$ cat config.mk
export PLATFORM = sky130hd
export DESIGN_NAME = amiga_clken_gen_flat
export DESIGN_NICKNAME = d
export VERILOG_FILES = /design/src/rtl/amiga_clk_pkg.sv /design/src/rtl/amiga_clken_gen_if.sv /design/src/rtl/amiga_clken_gen_mod_counter.sv /design/src/rtl/amiga_clken_gen.sv /design/src/flat_wrapper.sv
export SDC_FILE = /design/constraint.sdc
export NUM_CORES = 1
export LEC_CHECK = 0
export BUFFER_PORTS_ARGS = -buffer_cell sky130_fd_sc_hd__buf_2
export CAP_MARGIN = 20
export CORE_ASPECT_RATIO = 1.5
export CORE_MARGIN = 5
export CORE_UTILIZATION = 53
export DETAILED_ROUTE_END_ITERATION = 12
export PLACE_DENSITY = 0.77
export SLEW_MARGIN = 20
export SYNTH_ARGS = -nofsm -noshare
export SYNTH_HDL_FRONTEND = slang
export SYNTH_SLANG_ARGS = --single-unit
$ cat constraint.sdc
create_clock -name clk -period 2.5 [get_ports clk]
set_input_delay 0.25 -clock clk [delete_from_list [all_inputs] [get_ports clk]]
set_output_delay 0.25 -clock clk [all_outputs]
set_load 0.02 [all_outputs]
$ cat src/rtl/amiga_clk_pkg.sv
// Shared constants and helpers for the chipset clock-enable generator.
//   CLK_DIV_DEF  : fast-clock cycles per 7 MHz period (default build)
//   CCK_DIV_DEF  : 7 MHz periods per colour-clock period
//   ECLK_LEN_DEF : 7 MHz periods per E-clock period
//   clog2_min1   : counter width that never collapses to zero bits
//   eclk_oh_t    : one-hot E-clock phase vector for the default build
package amiga_clk_pkg;

  localparam int CLK_DIV_DEF  = 4;
  localparam int CCK_DIV_DEF  = 2;
  localparam int ECLK_LEN_DEF = 10;

  function automatic int clog2_min1(input int n);
    return (n <= 2) ? 1 : $clog2(n);
  endfunction

  typedef logic [ECLK_LEN_DEF-1:0] eclk_oh_t;

endpackage

$ cat src/rtl/amiga_clken_gen_if.sv
// Control and timing-strobe bundle of the clock-enable generator.
//   master : drives run/stall/sync_req, observes the strobes
//   slave  : the generator itself
//   run, stall, sync_req          : counter control
//   clk7_en, clk7n_en, c1, c3     : 7 MHz enables and square waves
//   cck, eclk, phase, locked      : colour clock, E-clock one-hot, fast phase, lock
interface amiga_clken_gen_if
  import amiga_clk_pkg::*;
#(
  parameter int CLK_DIV  = CLK_DIV_DEF,
  parameter int ECLK_LEN = ECLK_LEN_DEF,
  parameter int PW       = $clog2(CLK_DIV)
);
  logic                run;
  logic                stall;
  logic                sync_req;
  logic                clk7_en;
  logic                clk7n_en;
  logic                c1;
  logic                c3;
  logic                cck;
  logic [ECLK_LEN-1:0] eclk;
  logic [PW-1:0]       phase;
  logic                locked;

  modport master (
    output run, stall, sync_req,
    input  clk7_en, clk7n_en, c1, c3, cck, eclk, phase, locked
  );

  modport slave (
    input  run, stall, sync_req,
    output clk7_en, clk7n_en, c1, c3, cck, eclk, phase, locked
  );
endinterface

$ cat src/rtl/amiga_clken_gen_mod_counter.sv
// Modulo-N counter with increment and synchronous clear.
//   clk, rst : clock, async active-high reset
//   inc      : advance by one (wraps N-1 -> 0)
//   clr      : force to zero next edge (wins over inc)
//   value    : current count
//   wrap     : inc while at N-1 (combinational)
module mod_counter
  import amiga_clk_pkg::*;
#(
  parameter int N = 4,
  parameter int W = clog2_min1(N)
) (
  input  logic         clk,
  input  logic         rst,
  input  logic         inc,
  input  logic         clr,
  output logic [W-1:0] value,
  output logic         wrap
);
  logic [W-1:0] value_q, value_d;

  assign wrap  = inc && (value_q == W'(N-1));
  assign value = value_q;

  always_comb begin
    value_d = value_q;
    if (clr || wrap) value_d = '0;
    else if (inc)    value_d = value_q + 1'b1;
  end

  always_ff @(posedge clk or posedge rst)
    if (rst) value_q <= '0;
    else     value_q <= value_d;
endmodule

$ cat src/rtl/amiga_clken_gen.sv
// Chipset timing strobes as clock enables derived from one fast clock.
//   clk, rst : fast clock, async active-high reset
//   bus      : slave side of amiga_clken_gen_if (run/stall/sync_req in,
//              clk7_en/clk7n_en/c1/c3/cck/eclk/phase/locked out)
// Counters: p = fast phase within a 7 MHz period, k = 7 MHz periods within
// a colour clock, e = 7 MHz periods within an E-clock. Every output is a
// registered decode of the next-state counters, so it lines up with the
// counter value it describes.
module amiga_clken_gen
  import amiga_clk_pkg::*;
#(
  parameter int CLK_DIV  = CLK_DIV_DEF,
  parameter int CCK_DIV  = CCK_DIV_DEF,
  parameter int ECLK_LEN = ECLK_LEN_DEF,
  parameter int PW       = $clog2(CLK_DIV)
) (
  input  logic              clk,
  input  logic              rst,
  amiga_clken_gen_if.slave  bus
);
  localparam int PCW = clog2_min1(CLK_DIV);
  localparam int KW  = clog2_min1(CCK_DIV);
  localparam int EW  = clog2_min1(ECLK_LEN);

  logic           adv, w, clr_ke;
  logic [PCW-1:0] p, p_n;
  logic [KW-1:0]  k, k_n;
  logic [EW-1:0]  e, e_n;
  logic           k_wrap, e_wrap;

  logic                clk7_q, clk7_d, clk7n_q, clk7n_d;
  logic                c1_q, c1_d, c3_q, c3_d, cck_q, cck_d;
  logic [ECLK_LEN-1:0] eclk_q, eclk_d;
  logic [PW-1:0]       phase_q;
  logic                locked_q, locked_d, s_q, s_d;

  assign adv    = bus.run && !bus.stall;
  // A sync request landing on the wrap cycle itself is honoured there.
  assign clr_ke = w && (s_q || bus.sync_req);

  mod_counter #(.N(CLK_DIV)) u_p (
    .clk(clk), .rst(rst), .inc(adv), .clr(1'b0), .value(p), .wrap(w)
  );
  mod_counter #(.N(CCK_DIV)) u_k (
    .clk(clk), .rst(rst), .inc(w), .clr(clr_ke), .value(k), .wrap(k_wrap)
  );
  mod_counter #(.N(ECLK_LEN)) u_e (
    .clk(clk), .rst(rst), .inc(w), .clr(clr_ke), .value(e), .wrap(e_wrap)
  );

  always_comb begin
    p_n = p;
    if (w)        p_n = '0;
    else if (adv) p_n = p + 1'b1;

    k_n = k;
    if (clr_ke || k_wrap) k_n = '0;
    else if (w)           k_n = k + 1'b1;

    e_n = e;
    if (clr_ke || e_wrap) e_n = '0;
    else if (w)           e_n = e + 1'b1;

    clk7_d  = adv && (p_n == '0);
    clk7n_d = adv && (p_n == PCW'(CLK_DIV/2));
    c1_d    = (p_n < PCW'(CLK_DIV/2));
    c3_d    = (p_n >= PCW'(CLK_DIV/4)) && (p_n < PCW'(3*CLK_DIV/4));
    cck_d   = (k_n < KW'(CCK_DIV/2));
    for (int i = 0; i < ECLK_LEN; i++)
      eclk_d[i] = clk7_d && (e_n == EW'(i));

    // Lock on the first natural E-clock wrap; only reset drops it.
    locked_d = locked_q || e_wrap;
    s_d      = (s_q || bus.sync_req) && !w;
  end

  always_ff @(posedge clk or posedge rst)
    if (rst) begin
      clk7_q   <= 1'b0;
      clk7n_q  <= 1'b0;
      c1_q     <= 1'b0;
      c3_q     <= 1'b0;
      cck_q    <= 1'b0;
      eclk_q   <= '0;
      phase_q  <= '0;
      locked_q <= 1'b0;
      s_q      <= 1'b0;
    end else begin
      clk7_q   <= clk7_d;
      clk7n_q  <= clk7n_d;
      c1_q     <= c1_d;
      c3_q     <= c3_d;
      cck_q    <= cck_d;
      eclk_q   <= eclk_d;
      phase_q  <= PW'(p_n);
      locked_q <= locked_d;
      s_q      <= s_d;
    end

  assign bus.clk7_en  = clk7_q;
  assign bus.clk7n_en = clk7n_q;
  assign bus.c1       = c1_q;
  assign bus.c3       = c3_q;
  assign bus.cck      = cck_q;
  assign bus.eclk     = eclk_q;
  assign bus.phase    = phase_q;
  assign bus.locked   = locked_q;
endmodule

$ cat src/flat_wrapper.sv
// flat-port wrapper written by rule: the top's interface ports become plain ports
module amiga_clken_gen_flat import amiga_clk_pkg::*;
#(
  parameter int CLK_DIV  = CLK_DIV_DEF,
  parameter int CCK_DIV  = CCK_DIV_DEF,
  parameter int ECLK_LEN = ECLK_LEN_DEF,
  parameter int PW       = $clog2(CLK_DIV)
)
  (clk, rst, bus_run, bus_stall, bus_sync_req, bus_clk7_en, bus_clk7n_en, bus_c1, bus_c3, bus_cck, bus_eclk, bus_phase, bus_locked);
  amiga_clken_gen_if #(.CLK_DIV(CLK_DIV), .ECLK_LEN(ECLK_LEN), .PW(PW)) bus_i ();
  input  logic clk;
  input  logic rst;
  input wire logic [$bits(bus_i.run)-1:0] bus_run;
  input wire logic [$bits(bus_i.stall)-1:0] bus_stall;
  input wire logic [$bits(bus_i.sync_req)-1:0] bus_sync_req;
  output wire logic [$bits(bus_i.clk7_en)-1:0] bus_clk7_en;
  output wire logic [$bits(bus_i.clk7n_en)-1:0] bus_clk7n_en;
  output wire logic [$bits(bus_i.c1)-1:0] bus_c1;
  output wire logic [$bits(bus_i.c3)-1:0] bus_c3;
  output wire logic [$bits(bus_i.cck)-1:0] bus_cck;
  output wire logic [$bits(bus_i.eclk)-1:0] bus_eclk;
  output wire logic [$bits(bus_i.phase)-1:0] bus_phase;
  output wire logic [$bits(bus_i.locked)-1:0] bus_locked;
  assign bus_i.run = bus_run;
  assign bus_i.stall = bus_stall;
  assign bus_i.sync_req = bus_sync_req;
  assign bus_clk7_en = bus_i.clk7_en;
  assign bus_clk7n_en = bus_i.clk7n_en;
  assign bus_c1 = bus_i.c1;
  assign bus_c3 = bus_i.c3;
  assign bus_cck = bus_i.cck;
  assign bus_eclk = bus_i.eclk;
  assign bus_phase = bus_i.phase;
  assign bus_locked = bus_i.locked;
  amiga_clken_gen #(.CLK_DIV(CLK_DIV), .CCK_DIV(CCK_DIV), .ECLK_LEN(ECLK_LEN), .PW(PW)) u_core (.clk(clk), .rst(rst), .bus(bus_i));
endmodule
# --- Word-level counts from Yosys, hierarchy flattened ---
# Cells that the tools add are included.
word_totals:
  register_bits: 24
  output_inout_bits: 18
  wordCells: 63
op_classes:
  n_addsub: 3
  order_cmp: 4
  eq_ne: 12
  mux: 6
  reduce_logical: 27
op_table:
  columns: ["operator", "n"]
  rows:
  - ["logical AND 1 bit", 19]
  - ["== test 4 x 3 -> 1 bit (second input constant)", 4]
  - ["== test 4 bit (second input constant)", 3]
  - ["== test 4 x 2 -> 1 bit (second input constant)", 2]
  - ["2-to-1 mux 4 bit", 2]
  - ["adder 4 x 1 -> 4 bit (second input constant)", 1]
  - ["== test 2 bit (second input constant)", 2]
  - ["== test 4 x 1 -> 1 bit (second input constant)", 1]
  - ["logical NOT 4 bit", 1]
  - ["logical OR 1 bit", 4]
  - ["less-than comparator 2 bit (second input constant)", 2]
  - ["2-to-1 mux 2 bit", 2]
  - ["adder 2 x 1 -> 2 bit (second input constant)", 1]
  - ["greater-or-equal comparator 2 x 1 -> 1 bit (second input constant)", 1]
  - ["logical NOT 1 bit", 2]
  - ["logical NOT 2 bit", 1]
  - ["2-to-1 mux 1 bit", 2]
  - ["adder 1 bit (second input constant)", 1]
  - ["less-than comparator 1 bit (second input constant)", 1]

# --- Longest topological paths before layout ---
logic_depth:
  depth_word: 8
  mapped_depth: 9

# --- Hierarchy ---
# From an unflattened synthesis, not the netlist that was laid out.
unflattened:
  hier_cells: 119
  area_unflattened_um2: 1312.5
by_module_without_submodules:
  columns: ["module", "n_inst", "cells_per_inst", "area_per_inst_um2"]
  rows:
  - ["amiga_clken_gen", 1, 83, 924.6]
  - ["mod_counter (u_core.u_e)", 1, 20, 224.0]
  - ["mod_counter (u_core.u_p)", 1, 11, 115.1]
  - ["mod_counter (u_core.u_k)", 1, 5, 48.8]

# --- Worst setup path after synthesis ---
# OpenSTA, ideal clock, no wires.
synth_timing:
  path_kind: "reg-to-reg"
  startpoint: "register u_core.bus.phase[0] (netlist name)"
  endpoint: "register u_core.eclk_q[7], in the netlist u_core.bus.eclk[7]"
  arrival_time_ns: 1.893
  setup_slack_ns: 0.530
  stages_incl_launch_ff: 9
  synth_period_minus_slack_ns: 1.970
  cell_sequence: "dfrtp_1 > ha_1 > nor3_1 > a21oi_1 > ha_1 > nand3b_1 > or3_1 > o31a_1 > a21oi_1"
synth_rtl:
  columns: ["item", "line", "rtl"]
  rows:
  - ["end signal, assigned", "amiga_clken_gen.sv:94", "eclk_q <= eclk_d;"]
  - ["end, declared", "amiga_clken_gen.sv:33", "logic [ECLK_LEN-1:0] eclk_q, eclk_d;"]

==> parameters.txt <==
Parameter                              Value

Status
  Outcome ... complete, no violations

Clock network
  CTS tree ... done
  Number of hold buffers added after CTS ... 0
  Clock Tree Buf Depth ... 2
  Clock network latency to the later pin of the worst-skew pair ... 0.31 ns
  CTS clk-pin slew, worst paths ... 0.12 ns
  Post-cts gate resize count ... 0
  CTS H-Tree Depth ... 1
  Number of buffers added by the clock tree synthesis step ... 3
  Setup Fix Bufs, Post-CTS ... 0
  Clock Sink Count ... 24
  Clock tree root driver cell ... sky130_fd_sc_hd__clkbuf_4

Die
  # rows ... 21
  Chip width ... 48.4 um
  Std-Cell Core Area ... 0.00218 mm2
  Overall die height ... 67.6 um
  Die Footprint ... 0.00327 mm2
  Effective utilization at floorplan ... 53.8%
  Total I/O pin count ... 23

Power and ir drop
  Leakage dissipation ... 0.000662 uW
  Maximum resistive drop on vdd ... 0.000460 V
  Power density cells ... 664 mW/mm2

Synthesis
  Top cells by instance count after synthesis ... 24 x sky130_fd_sc_hd__dfrtp_1, 8 x sky130_fd_sc_hd__nor2_1, 7 x sky130_fd_sc_hd__inv_1
  Most used flip-flop cell after synthesis ... sky130_fd_sc_hd__dfrtp_1
  Seq cells post-synth ... 24
  Yosys warning count ... 0
  Sequential fraction of the synthesis area ... 51.2%
  Post-synthesis instance total ... 114
  Mean instance size in the synthesized netlist ... 10.3 um2
  Top cells by area in the synthesized netlist ... sky130_fd_sc_hd__dfrtp_1 51%, sky130_fd_sc_hd__ha_1 5.3%, sky130_fd_sc_hd__nand3b_1 3.2%
  Library cell occupying the most area in the post-synthesis netlist ... sky130_fd_sc_hd__dfrtp_1
  Number of enable flip-flop cells after synthesis ... 0
  Post-synth net total ... 124
  Synthesized area ... 0.00117 mm2
  Proportion of register bits with asynchronous set or reset after synthesis ... 100%
  Unique masters post-synth ... 34
  Cell with the most instances after synthesis ... sky130_fd_sc_hd__dfrtp_1
  Synth top area share ... 51.2%

Critical path
  Reg-to-reg endpoint ... u_core.bus.eclk[7]
  Reg2reg path depth ... 8
  Worst Path Class, Setup ... flop to flop
  Endpoint kind of the worst setup timing path ... flop
  Biggest fanout along the worst timing path ... 5
  Kind of launch point of the worst setup path ... flop
  Data arrival time of the critical path ... 2.40 ns
  Origin of the critical flop-to-flop path ... u_core.bus.phase[0]
  Critical path data required time ... 2.74 ns
  Slack of the worst reg-to-reg path ... 0.34 ns

Place
  Half-perimeter wire length after detailed placement ... 1.77 mm
  Routability congestion estimate from global placement ... 0.803
  Buffers on Ports ... 22
  Post-placement cell count ... 154

Finish
  Post-layout net count ... 146
  Number of standard cells in the layout, taps in and fillers out ... 158
  Share of cells above drive strength 1 ... 23.0%
  ANT cells ... 0
  Area taken by multi-input logic gates ... 513 um2
  Synthesis-to-layout area growth ... 12.8%
  Total area of sequential cells ... 601 um2
  FILL cells ... 181

STA
  Number of max-slew violations in the final report ... 0
  Ratio of final minimum period to clock period ... 86.4%
  Maximum clock frequency ... 0.463 GHz
  Worst clock skew on the final layout ... 0.00195 ns
  Sum of negative setup slack ... 0 ns
  Worst hold slack after final layout ... 0.0872 ns
  Worst rel slew slack ... 43.2%
  Final period demand of the worst path ... 2.16 ns
  Final setup viols ... 0
  Setup repair after global routing missed its margin ... false
  Number of failing hold endpoints at the final stage ... 0
  Transition time at the pin with the least slew margin ... 0.851 ns

Worst hold path
  Classification of the worst-slack hold path ... input pin to async pin

Job
  Count of maximum capacitance violations ... 0

GRT
  First-pass GRT wire length ... 4.19 mm
  Pin count of the biggest net entering global routing ... 25
  GR Util All Layers ... 16.0%
  Number of global-route vias before repair ... 976
  Antenna violations before repair ... 0
  Grt ovf ... 0

Detailed routing
  Final WL ... 2.31 mm
  Initial DRT Pass Iterations ... 4
  Post-detailed-route wirelength per cell ... 14.6 um
  Routed vias/inst ... 6.01
  Post-route antenna net violation count ... 0
  Total DRC errors in the routed layout ... 0
  First DRT Iteration DRCs ... 28
  Number of vias in the routed layout ... 950
[layout make-up]
type                    instances  area share (%)
clock buffers                   4            2.74
inverters                       7            1.99
multi-input cells              77            38.8
flip-flops and latches         24            45.4
well taps                      23            2.18
repair buffers                 23            8.89
[metal layers]
metal  wire length, um  GRT usage [%]  up-vias
met2              1200           28.3       48
li1                  -              -      451
met5                 0              0        -
met3               169           2.65       13
met1               823           16.8      438
met4               123           12.5        0
[critical path, cell delays in order (launching register included)]
cell and delay (ns):
sky130_fd_sc_hd__dfrtp_1 0.42, sky130_fd_sc_hd__ha_1 0.25, sky130_fd_sc_hd__nor3_1 0.07, sky130_fd_sc_hd__a21oi_1 0.25
sky130_fd_sc_hd__ha_1 0.20, sky130_fd_sc_hd__nand3b_1 0.14, sky130_fd_sc_hd__or3_1 0.34, sky130_fd_sc_hd__o31a_1 0.27
sky130_fd_sc_hd__a21oi_1 0.15
[logic make-up (layout without fill, tap and decap cells)]
family | count (synthesis) | after routing | synth area share (%)
DFF | 24 | 24 | 51.2
buffers and inverters | 13 | 34 | 5.02
adders and majority gates | 5 | 5 | 5.34
xor gates and xnor gates | 1 | 1 | 0.747
and+or+nand+nor | 47 | 47 | 23.3
AOI/OAI and AO/OA | 24 | 24 | 14.4
[sequential cells by signal, indices dropped and copies added, names as in the netlist]
signal and count:
u_core.bus.c3 1, u_core.u_k.value 1, u_core.bus.phase 2, u_core.u_e.value 4, u_core.bus.c1 1, u_core.bus.locked 1
u_core.bus.eclk 10, u_core.bus.cck 1, u_core.s_q 1, u_core.bus.clk7n_en 1, u_core.bus.clk7_en 1
[metrics by stage]
| stage | power, uW | util (%) | setup WS (ns) | instance area [um2] |
|---|---|---|---|---|
| floorplan | 616 | - | 0.530 | 1170 |
| global placement | 679 | 59.0 | 0.510 | 1290 |
| global route | 938 | 60.6 | 0.185 | 1320 |
| detailed placement | 690 | 59.0 | 0.384 | 1290 |
| CTS | 889 | 60.6 | 0.345 | 1320 |
| finish | 879 | 60.6 | 0.340 | 1320 |
[worst max path at each step]
stage	endpoint	cells after the start	startpoint	slack, ns
after floorplan	u_core.bus.eclk[7]	8	u_core.bus.phase[0]	0.53
after global placement	u_core.bus.eclk[7]	8	u_core.bus.phase[0]	0.51
after detailed placement	u_core.bus.eclk[7]	8	u_core.bus.phase[0]	0.38
after CTS	u_core.bus.eclk[7]	8	u_core.bus.phase[0]	0.35
after global routing	u_core.bus.eclk[7]	8	u_core.bus.phase[0]	0.19
final	u_core.bus.eclk[7]	8	u_core.bus.phase[0]	0.34
[layout by cell type, fill, tap and decap left out, types with 4 or more instances in the layout]
cell type	n
sky130_fd_sc_hd__nor2_1	8
sky130_fd_sc_hd__buf_2	22
sky130_fd_sc_hd__nor3_1	4
sky130_fd_sc_hd__o21ai_0	5
sky130_fd_sc_hd__nand2_1	6
sky130_fd_sc_hd__ha_1	5
sky130_fd_sc_hd__dfrtp_1	24
sky130_fd_sc_hd__nand3b_1	5
sky130_fd_sc_hd__inv_1	7
sky130_fd_sc_hd__a21oi_1	6
sky130_fd_sc_hd__nand3_1	4
[power by group]
group	total, uW	leakage (uW)	switching (uW)	internal, uW
registers	459	0.000316	27.0	432
clock network	201	0.0000210	112	89.1
logic	219	0.000325	145	73.5
Note: power is estimated with default switching activity, not from simulation.
